===== config.mk =====
export PLATFORM = sky130hd
export DESIGN_NAME = ppm_frame_sequencer
export DESIGN_NICKNAME = d
export VERILOG_FILES = /design/src/rtl/ppm_frame_sequencer.sv
export SDC_FILE = /design/constraint.sdc
export NUM_CORES = 1
export LEC_CHECK = 0
export ABC_CLOCK_PERIOD_IN_PS = 10400
export BUFFER_PORTS_ARGS = -buffer_cell sky130_fd_sc_hd__buf_2
export CAP_MARGIN = 10
export CORE_MARGIN = 2
export CORE_UTILIZATION = 35
export CTS_BUF_LIST = sky130_fd_sc_hd__clkbuf_16
export DETAILED_ROUTE_END_ITERATION = 7
export PLACE_DENSITY = 0.58
export SYNTH_ARGS = -nofsm -noshare
export SYNTH_HDL_FRONTEND = slang
export SYNTH_SLANG_ARGS = --single-unit

===== constraint.sdc =====
create_clock -name clk -period 10.4 [get_ports clk]
set_input_delay 1.56 -clock clk [delete_from_list [all_inputs] [get_ports clk]]
set_output_delay 1.56 -clock clk [all_outputs]
set_load 0.005 [all_outputs]

===== src/rtl/ppm_frame_sequencer.sv =====
// PPM receiver frame sequencer: oversamples ppm_in, timestamps rising edges in
// prescaled ticks, collects channel widths into a shadow bank and commits whole
// frames to an output bank read through rd_ch/rd_data with a valid/ack handshake.
// Optional signal-loss failsafe is compiled in with `define PPM_FAILSAFE_EN.
module ppm_frame_sequencer #(
  parameter int CLK_DIV   = 15,     // clk cycles per measurement tick (>= 1)
  parameter int MAX_CH    = 8,      // maximum channels per frame (1..15)
  parameter int MIN_CH    = 4,      // minimum channels for a frame to commit
  parameter int MIN_PULSE = 500,    // shortest legal channel interval, ticks
  parameter int SYNC_MIN  = 3000,   // interval >= this is a sync gap, ticks
  parameter int TIMEOUT   = 20000   // ticks without a rise before failsafe
) (
  input  logic        clk,
  input  logic        reset,
  input  logic        ppm_in,
  input  logic [3:0]  rd_ch,
  output logic [15:0] rd_data,
  output logic [3:0]  ch_count,
  output logic        frame_valid,
  input  logic        frame_ack,
  output logic        sync_pulse,
  output logic        overrun,
  output logic        failsafe
);

  // Parameters narrowed to the widths of the signals they are compared with.
  localparam logic [15:0] DIV_LAST    = 16'(CLK_DIV - 1);
  localparam logic [3:0]  MAX_CH_L    = 4'(MAX_CH);
  localparam logic [3:0]  MIN_CH_L    = 4'(MIN_CH);
  localparam logic [15:0] MIN_PULSE_L = 16'(MIN_PULSE);
  localparam logic [15:0] SYNC_MIN_L  = 16'(SYNC_MIN);
  localparam logic [15:0] TIMEOUT_L   = 16'(TIMEOUT);

  typedef enum logic [1:0] {
    HUNT    = 2'd0,
    CAPTURE = 2'd1,
    COMMIT  = 2'd2
  } state_t;

  state_t      state;
  logic [3:0]  ch_idx;

  logic        sync1;
  logic        sync2;
  logic        sync_d;
  logic        rise;

  logic [15:0] pre_cnt;
  logic        tick;
  logic [15:0] width;
  logic        timeout;

  // Banks are sized for the largest legal MAX_CH; entries at or above MAX_CH
  // are never written and are masked on the read side.
  logic [15:0] shadow [16];
  logic [15:0] bank   [16];

  // Two-flop synchroniser plus a delayed copy for rising-edge detection.
  always_ff @(posedge clk or posedge reset) begin
    if (reset) begin
      sync1  <= 1'b0;
      sync2  <= 1'b0;
      sync_d <= 1'b0;
    end else begin
      sync1  <= ppm_in;
      sync2  <= sync1;
      sync_d <= sync2;
    end
  end

  assign rise = sync2 & ~sync_d;
  assign tick = (pre_cnt == DIV_LAST);

  // Tick prescaler; re-phased on every rise so W counts whole ticks since it.
  always_ff @(posedge clk or posedge reset) begin
    if (reset) begin
      pre_cnt <= 16'd0;
    end else if (rise || tick) begin
      pre_cnt <= 16'd0;
    end else begin
      pre_cnt <= pre_cnt + 16'd1;
    end
  end

  // Interval counter: holds W during the rise cycle, then restarts; saturates.
  always_ff @(posedge clk or posedge reset) begin
    if (reset) begin
      width <= 16'd0;
    end else if (rise) begin
      width <= 16'd0;
    end else if (tick && (width != 16'hFFFF)) begin
      width <= width + 16'd1;
    end
  end

`ifdef PPM_FAILSAFE_EN
  // Fires once, on the tick that carries the counter up to TIMEOUT.
  assign timeout = tick & ~rise & (width == (TIMEOUT_L - 16'd1));
`else
  logic unused_timeout;
  assign timeout        = 1'b0;
  assign unused_timeout = ^TIMEOUT_L;
`endif

  // Frame state machine with registered bank, handshake and status outputs.
  always_ff @(posedge clk or posedge reset) begin
    if (reset) begin
      state       <= HUNT;
      ch_idx      <= 4'd0;
      shadow      <= '{default: 16'd0};
      bank        <= '{default: 16'd0};
      ch_count    <= 4'd0;
      frame_valid <= 1'b0;
      sync_pulse  <= 1'b0;
      overrun     <= 1'b0;
      failsafe    <= 1'b0;
    end else begin
      sync_pulse <= 1'b0;
      // Consumer ack drops valid; a commit in the same cycle overrides below.
      if (frame_ack) begin
        frame_valid <= 1'b0;
      end

      case (state)
        HUNT: begin
          if (rise && (width >= SYNC_MIN_L)) begin
            state  <= CAPTURE;
            ch_idx <= 4'd0;
          end
        end

        CAPTURE: begin
          if (rise) begin
            if (width >= SYNC_MIN_L) begin
              // Sync closes the frame; too few channels restarts silently.
              if (ch_idx >= MIN_CH_L) begin
                state <= COMMIT;
              end else begin
                ch_idx <= 4'd0;
              end
            end else if ((width < MIN_PULSE_L) || (ch_idx == MAX_CH_L)) begin
              // Runt pulse or too many channels: frame is corrupt.
              state  <= HUNT;
              ch_idx <= 4'd0;
            end else begin
              shadow[ch_idx] <= width;
              ch_idx         <= ch_idx + 4'd1;
            end
          end
        end

        COMMIT: begin
          bank        <= shadow;
          ch_count    <= ch_idx;
          sync_pulse  <= 1'b1;
          frame_valid <= 1'b1;
          failsafe    <= 1'b0;
          if (frame_valid && !frame_ack) begin
            overrun <= 1'b1;
          end
          ch_idx <= 4'd0;
          state  <= CAPTURE;
        end

        default: begin
          state  <= HUNT;
          ch_idx <= 4'd0;
        end
      endcase

      // Signal loss drops the pending frame but keeps the bank readable.
      if (timeout) begin
        failsafe    <= 1'b1;
        frame_valid <= 1'b0;
        state       <= HUNT;
        ch_idx      <= 4'd0;
      end
    end
  end

  // Output bank read port; out-of-range or uncommitted channels read as 0.
  always_comb begin
    rd_data = 16'd0;
    if ((rd_ch < MAX_CH_L) && (rd_ch < ch_count)) begin
      rd_data = bank[rd_ch];
    end
  end

endmodule


# [After elaboration in Yosys (flattened, before gate mapping)]
# Cells that the tools add are included.
[op_classes] reduce_logical=15 bitwise=6 n_lt_le_gt_ge=8 muxes=25 n_addsub=3 eq_ne=10
[op_table] cell="256-bit bitwise mux" n=1
[op_table] cell="16-bit two-way mux" n=7
[op_table] cell="16-bit binary-select mux with 4-bit select" n=1
[op_table] cell="16-bit demux with 4-bit select" n=1
[op_table] cell="16-bit by 1-bit adder with 16-bit output (second input constant)" n=2
[op_table] cell="4-bit two-way mux" n=5
[op_table] cell="16-bit by 4-bit == test with 1-bit output (second input constant)" n=1
[op_table] cell="16-bit by 12-bit >= comparator with 1-bit output (second input constant)" n=1
[op_table] cell="16-bit by 9-bit less-than comparator with 1-bit output (second input constant)" n=1
[op_table] cell="16-bit != test (second input constant)" n=1
[op_table] cell="5-bit >= comparator (second input constant)" n=2
[op_table] cell="2-bit two-way mux" n=5
[op_table] cell="4-bit NOT with 5-bit output" n=2
[op_table] cell="3-bit != test (second input constant)" n=3
[op_table] cell="4-bit one-hot mux with 2 select lines" n=1
[op_table] cell="4-bit AND reduction" n=2
[op_table] cell="2-bit one-hot mux with 3 select lines" n=1
[op_table] cell="1-bit logical AND" n=5
[op_table] cell="5-bit by 1-bit less-than comparator with 1-bit output (second input constant)" n=1
[op_table] cell="4-bit by 1-bit adder with 4-bit output (second input constant)" n=1
[op_table] cell="4-bit == test (second input constant)" n=1
[op_table] cell="4-bit by 3-bit >= comparator with 1-bit output (second input constant)" n=1
[op_table] cell="4-bit less-than comparator" n=1
[op_table] cell="4-bit less-than comparator (second input constant)" n=1
[op_table] cell="12 further kinds" n=19
[totals] regBits=560 out_inout_bits=24 input_bits=8

# [Depth between registers and ports, before layout]
[depth] word_depth=6 mapped_depth=8

# [Worst setup path before layout]
# Ideal clock, no wire load.
[synth_timing] path_type="input port to output port" start="input port rd_ch[0]" end="output port rd_data[10]" t_arrival_ps=3080 stages=5 n_path_buf=2 required_time_ps=8840 path_slack_ps=5760 cell_sequence="clkbuf_1 -> buf_1 -> mux4_2 -> mux2i_1 -> nor2_1"
[synth_between] elab_chain_len=5 word_cells_on_any_way=8
[synth_lines] item="start, declared" line="16" source="input logic [3:0] rd_ch,"
[synth_lines] item="4-bit NOT with 5-bit output (implied by the code)" line="185" source="rd_data = bank[rd_ch];"
[synth_lines] item="16-bit binary-select mux with 4-bit select" line="185"
[synth_lines] item="16-bit two-way mux (implied by the code) (2 in a row)" line="185"
[synth_lines] item="16-bit two-way mux *" line="184" source="if ((rd_ch < MAX_CH_L) && (rd_ch < ch_count)) begin"
[synth_lines] item="end, declared" line="17" source="output logic [15:0] rd_data,"
# Every way passes the cells marked *; elsewhere a longest branch is shown, timed or not. The select of a mux whose other input is x is not followed.

# [Final worst setup path]
[layout_timing] start="input port rd_ch[1]" end="output port rd_data[4]"
# The elaborated chain is that of the path after synthesis.

==> summary.txt <==
Top post-synthesis cells by area: dfrtp_1 (58%), nand2_1 (12%), mux2_2 (7.3%), mux4_2 (5.5%), clkbuf_1 (2.2%)
Synth async-reset ratio: 100.0%
Post-synthesis instance area: 13,140 um^2
Via count: 8,211
YS warnings: 0
Hold-critical path depth: 0
Number of buffers and inverters on the critical path: 3
Post-DP HPWL: 15.86 mm
First-pass GRT wire length: 45.17 mm
Fin Clk Skew: 18.18 ps
Slew HR: 36.37%
Routed Antenna Nets: 0
Initial Util: 35.72%
CTS tree: yes
Placed Area: 13,590 um^2
Die Area: 39,110 um^2
Fin crit share: 49.62%
Post-synth EDFFs: 0
Worst-margin pin slew: 950.9 ps
Adder-Cell Fraction of Synth Area: 1.047%
Fmax: 193.8 MHz
Die Wd: 197.8 um
1st-iter DRT viols: 491
Ys flop type: dfrtp_1
RSZ-0062 raised after global routing: no
Setup TNS: 0 ps
Delay-heaviest family, CP: compound AO/OA/AOI/OAI gates
Syn_area_per_cell: 11.01 um^2
Xor/xnor share of the synthesized area: 1.533%
WL met2: 12.97 mm
Post-CTS Hold Buffers: 0
CP max FO: 33
Post-cts resize count: 0
All-Layer GR Usage: 14.71%
Maximum VDD drop: 0.0001419 V
Final Slew Violations: 0
DR pass1 iterations: 5
Area share of the largest cell type after synthesis: 57.89%
Hold wc startpoint: sync1
Fin. Hold Viols: 0
Status: completed
Clk buf depth: 3
CP cell instances: buf_2 > buf_4 > ha_1 > a21o_1 > a21o_1 > a211o_1 > nor2_1 > buf_2
FF-to-FF End: shadow[233]
Post-Layout Inst Area: 14,760 um^2
R2R depth: 6
Multiplexer share of the synthesized area: 15.24%
Max-cap violations: 0
Simple-gate portion of the synthesized area: 18.54%
Post-synth top cells: nand2_1 (406), dfrtp_1 (304), mux2_2 (85)
Critical path type: input pin to output pin
TritonCTS buffer count: 34
Count leader, synth: nand2_1
N_diodes: 0
Residual DRC: 0
Leakage power: 0.007645 uW
GPL Wtd Cong: 0.7192
Mapped Cells: 1,194
Num Clock Sinks: 304
Worst-Skew Late Latency: 530 ps
Hold path endpoint: sync2
Row count: 70
H-tree lvl count: 2
P per Cell Area: 171.1 nW/um^2
I/O Pins: 32
Routed vias/inst: 4.920
Endpoints failing setup: 0
Register area share after synthesis: 57.89%
Routed WL: 27.78 mm
Layout area overhead: 12.35%
Crit-path slowest cell: a211o_1
Worst Setup End Kind: output pin
Yosys top cell by area: dfrtp_1
Max incr delay on CP: 520 ps
Critical Path AT: 3600 ps
Root buf cell: clkbuf_16
Number of global-route vias before repair: 8,064
Clock Pin Slew Worst Setup and Hold Paths: 60 ps
Post-layout min period: 5161 ps
PortBufs: 30
Nets@finish: 1,194
WL/cell: 16.64 um
Layout cell share with drive strength beyond 1: 18.98%
Post-CTS Setup Inserts: 0
Met1 WL: 13.36 mm
Initial antenna violation count: 0
Largest net degree at the start of global routing: 181
CP required: 8840 ps
Synth Net Count: 1,213
Total gr overflow: 0
Reg-to-reg slack, setup: 7120 ps
Metal3 WL: 1.064 mm
Hold Crit Class: register to register
Die Y-Extent: 197.8 um
Top Layer Used: met4
FF-to-FF Start: width[4]
Startpoint Class: input pin
Register bit total from synthesis: 304
Post-synthesis compound-gate area fraction: 2.333%
Core ar.: 36,790 um^2
Largest family of logic cells by synthesized area: simple AND/OR/NAND/NOR gates
Synth cell types: 54
==> routing by layer <==
metal	GRT usage, %	vias up
met3	2.606	33
li1	-	3907
met1	20.81	4154
met5	0	-
met2	23.45	117
met4	3.732	0
==> cell type report <==
cell class | instances | area [um^2]
clock buffers | 35 | 875.8
clock inverters | 27 | 297.8
fillers | 3520 | 22020
inverters | 14 | 62.56
multi-input cells | 781 | 5096
flip-flops and latches | 304 | 7607
well taps | 468 | 585.6
repair buffers | 40 | 237.7
==> per-stage QoR <==
step | hold WS (ps) | power, uW | util, % | setup slack (ps) | std cells
2_1_floorplan | 331.2 | 1272 | - | 437.4 | 1194
3_3_place_gp | 337.5 | 1291 | 36.94 | 5268 | 1607
3_5_place_dp | 334.7 | 1293 | 36.94 | 5232 | 1607
4_1_cts | 348.2 | 2565 | 40.13 | 5227 | 1669
5_1_grt | 357.2 | 2624 | 40.13 | 5124 | 1669
6_report | 349.8 | 2526 | 40.13 | 5239 | 1669
==> worst max-delay path by stage <==
stage | startpoint | to | slack [ps] | cells after the start
3_5_place_dp | rd_ch[1] | rd_data[4] | 5230 | 8
6_report | rd_ch[1] | rd_data[4] | 5240 | 8
5_1_grt | rd_ch[1] | rd_data[0] | 5120 | 8
2_1_floorplan | reset | bank[128] | 440 | 1
4_1_cts | rd_ch[1] | rd_data[4] | 5230 | 8
3_3_place_gp | rd_ch[1] | rd_data[0] | 5270 | 8
==> power breakdown <==
part	internal (uW)	leakage (uW)	total, uW	switching [uW]
Sequential	1190	0.00424	1200	9.69
Combinational	19.4	0.00282	68.2	48.7
Clock	766	0.000589	1260	492
==> registers in the layout, summed over array words and instances (netlist names), 2 cells and up <==
signal,count
ch_count,4
shadow,128
state,2
bank,128
width,16
ch_idx,4
pre_cnt,16
==> cell families after synthesis <==
group / Yosys count
other: 1
DFF: 304
and+or+nand+nor: 558
AOI/OAI and AO/OA: 40
buffers and inverters: 109
adders and majority gates: 11
xor gates and xnor gates: 23
muxes: 148
==> placed cells by master, fill, tap and decap left out, drive strengths merged, types with 2 or more instances in the layout <==
| cell | instances |
|---|---|
| ha | 11 |
| mux2i | 19 |
| a21oi | 5 |
| bufinv | 6 |
| a31o | 4 |
| buf | 40 |
| o21ai | 5 |
| nor3 | 5 |
| and3 | 6 |
| and2 | 27 |
| xnor2 | 12 |
| nor4 | 8 |
| nor3b | 3 |
| a21o | 3 |
| mux4 | 32 |
| nand2b | 4 |
| nand3 | 16 |
| nor2 | 50 |
| nand2 | 406 |
| inv | 19 |
| clkbuf | 35 |
| clkinv | 15 |
| nor2b | 11 |
| a211o | 2 |
| a211oi | 5 |
| dfrtp | 304 |
| nand4 | 8 |
| and4 | 7 |
| or2 | 2 |
| nand4b | 3 |
| a31oi | 5 |
| xor2 | 11 |
| mux2 | 97 |
| a41o | 4 |
No activity file was read; power rests on OpenSTA's default activity.
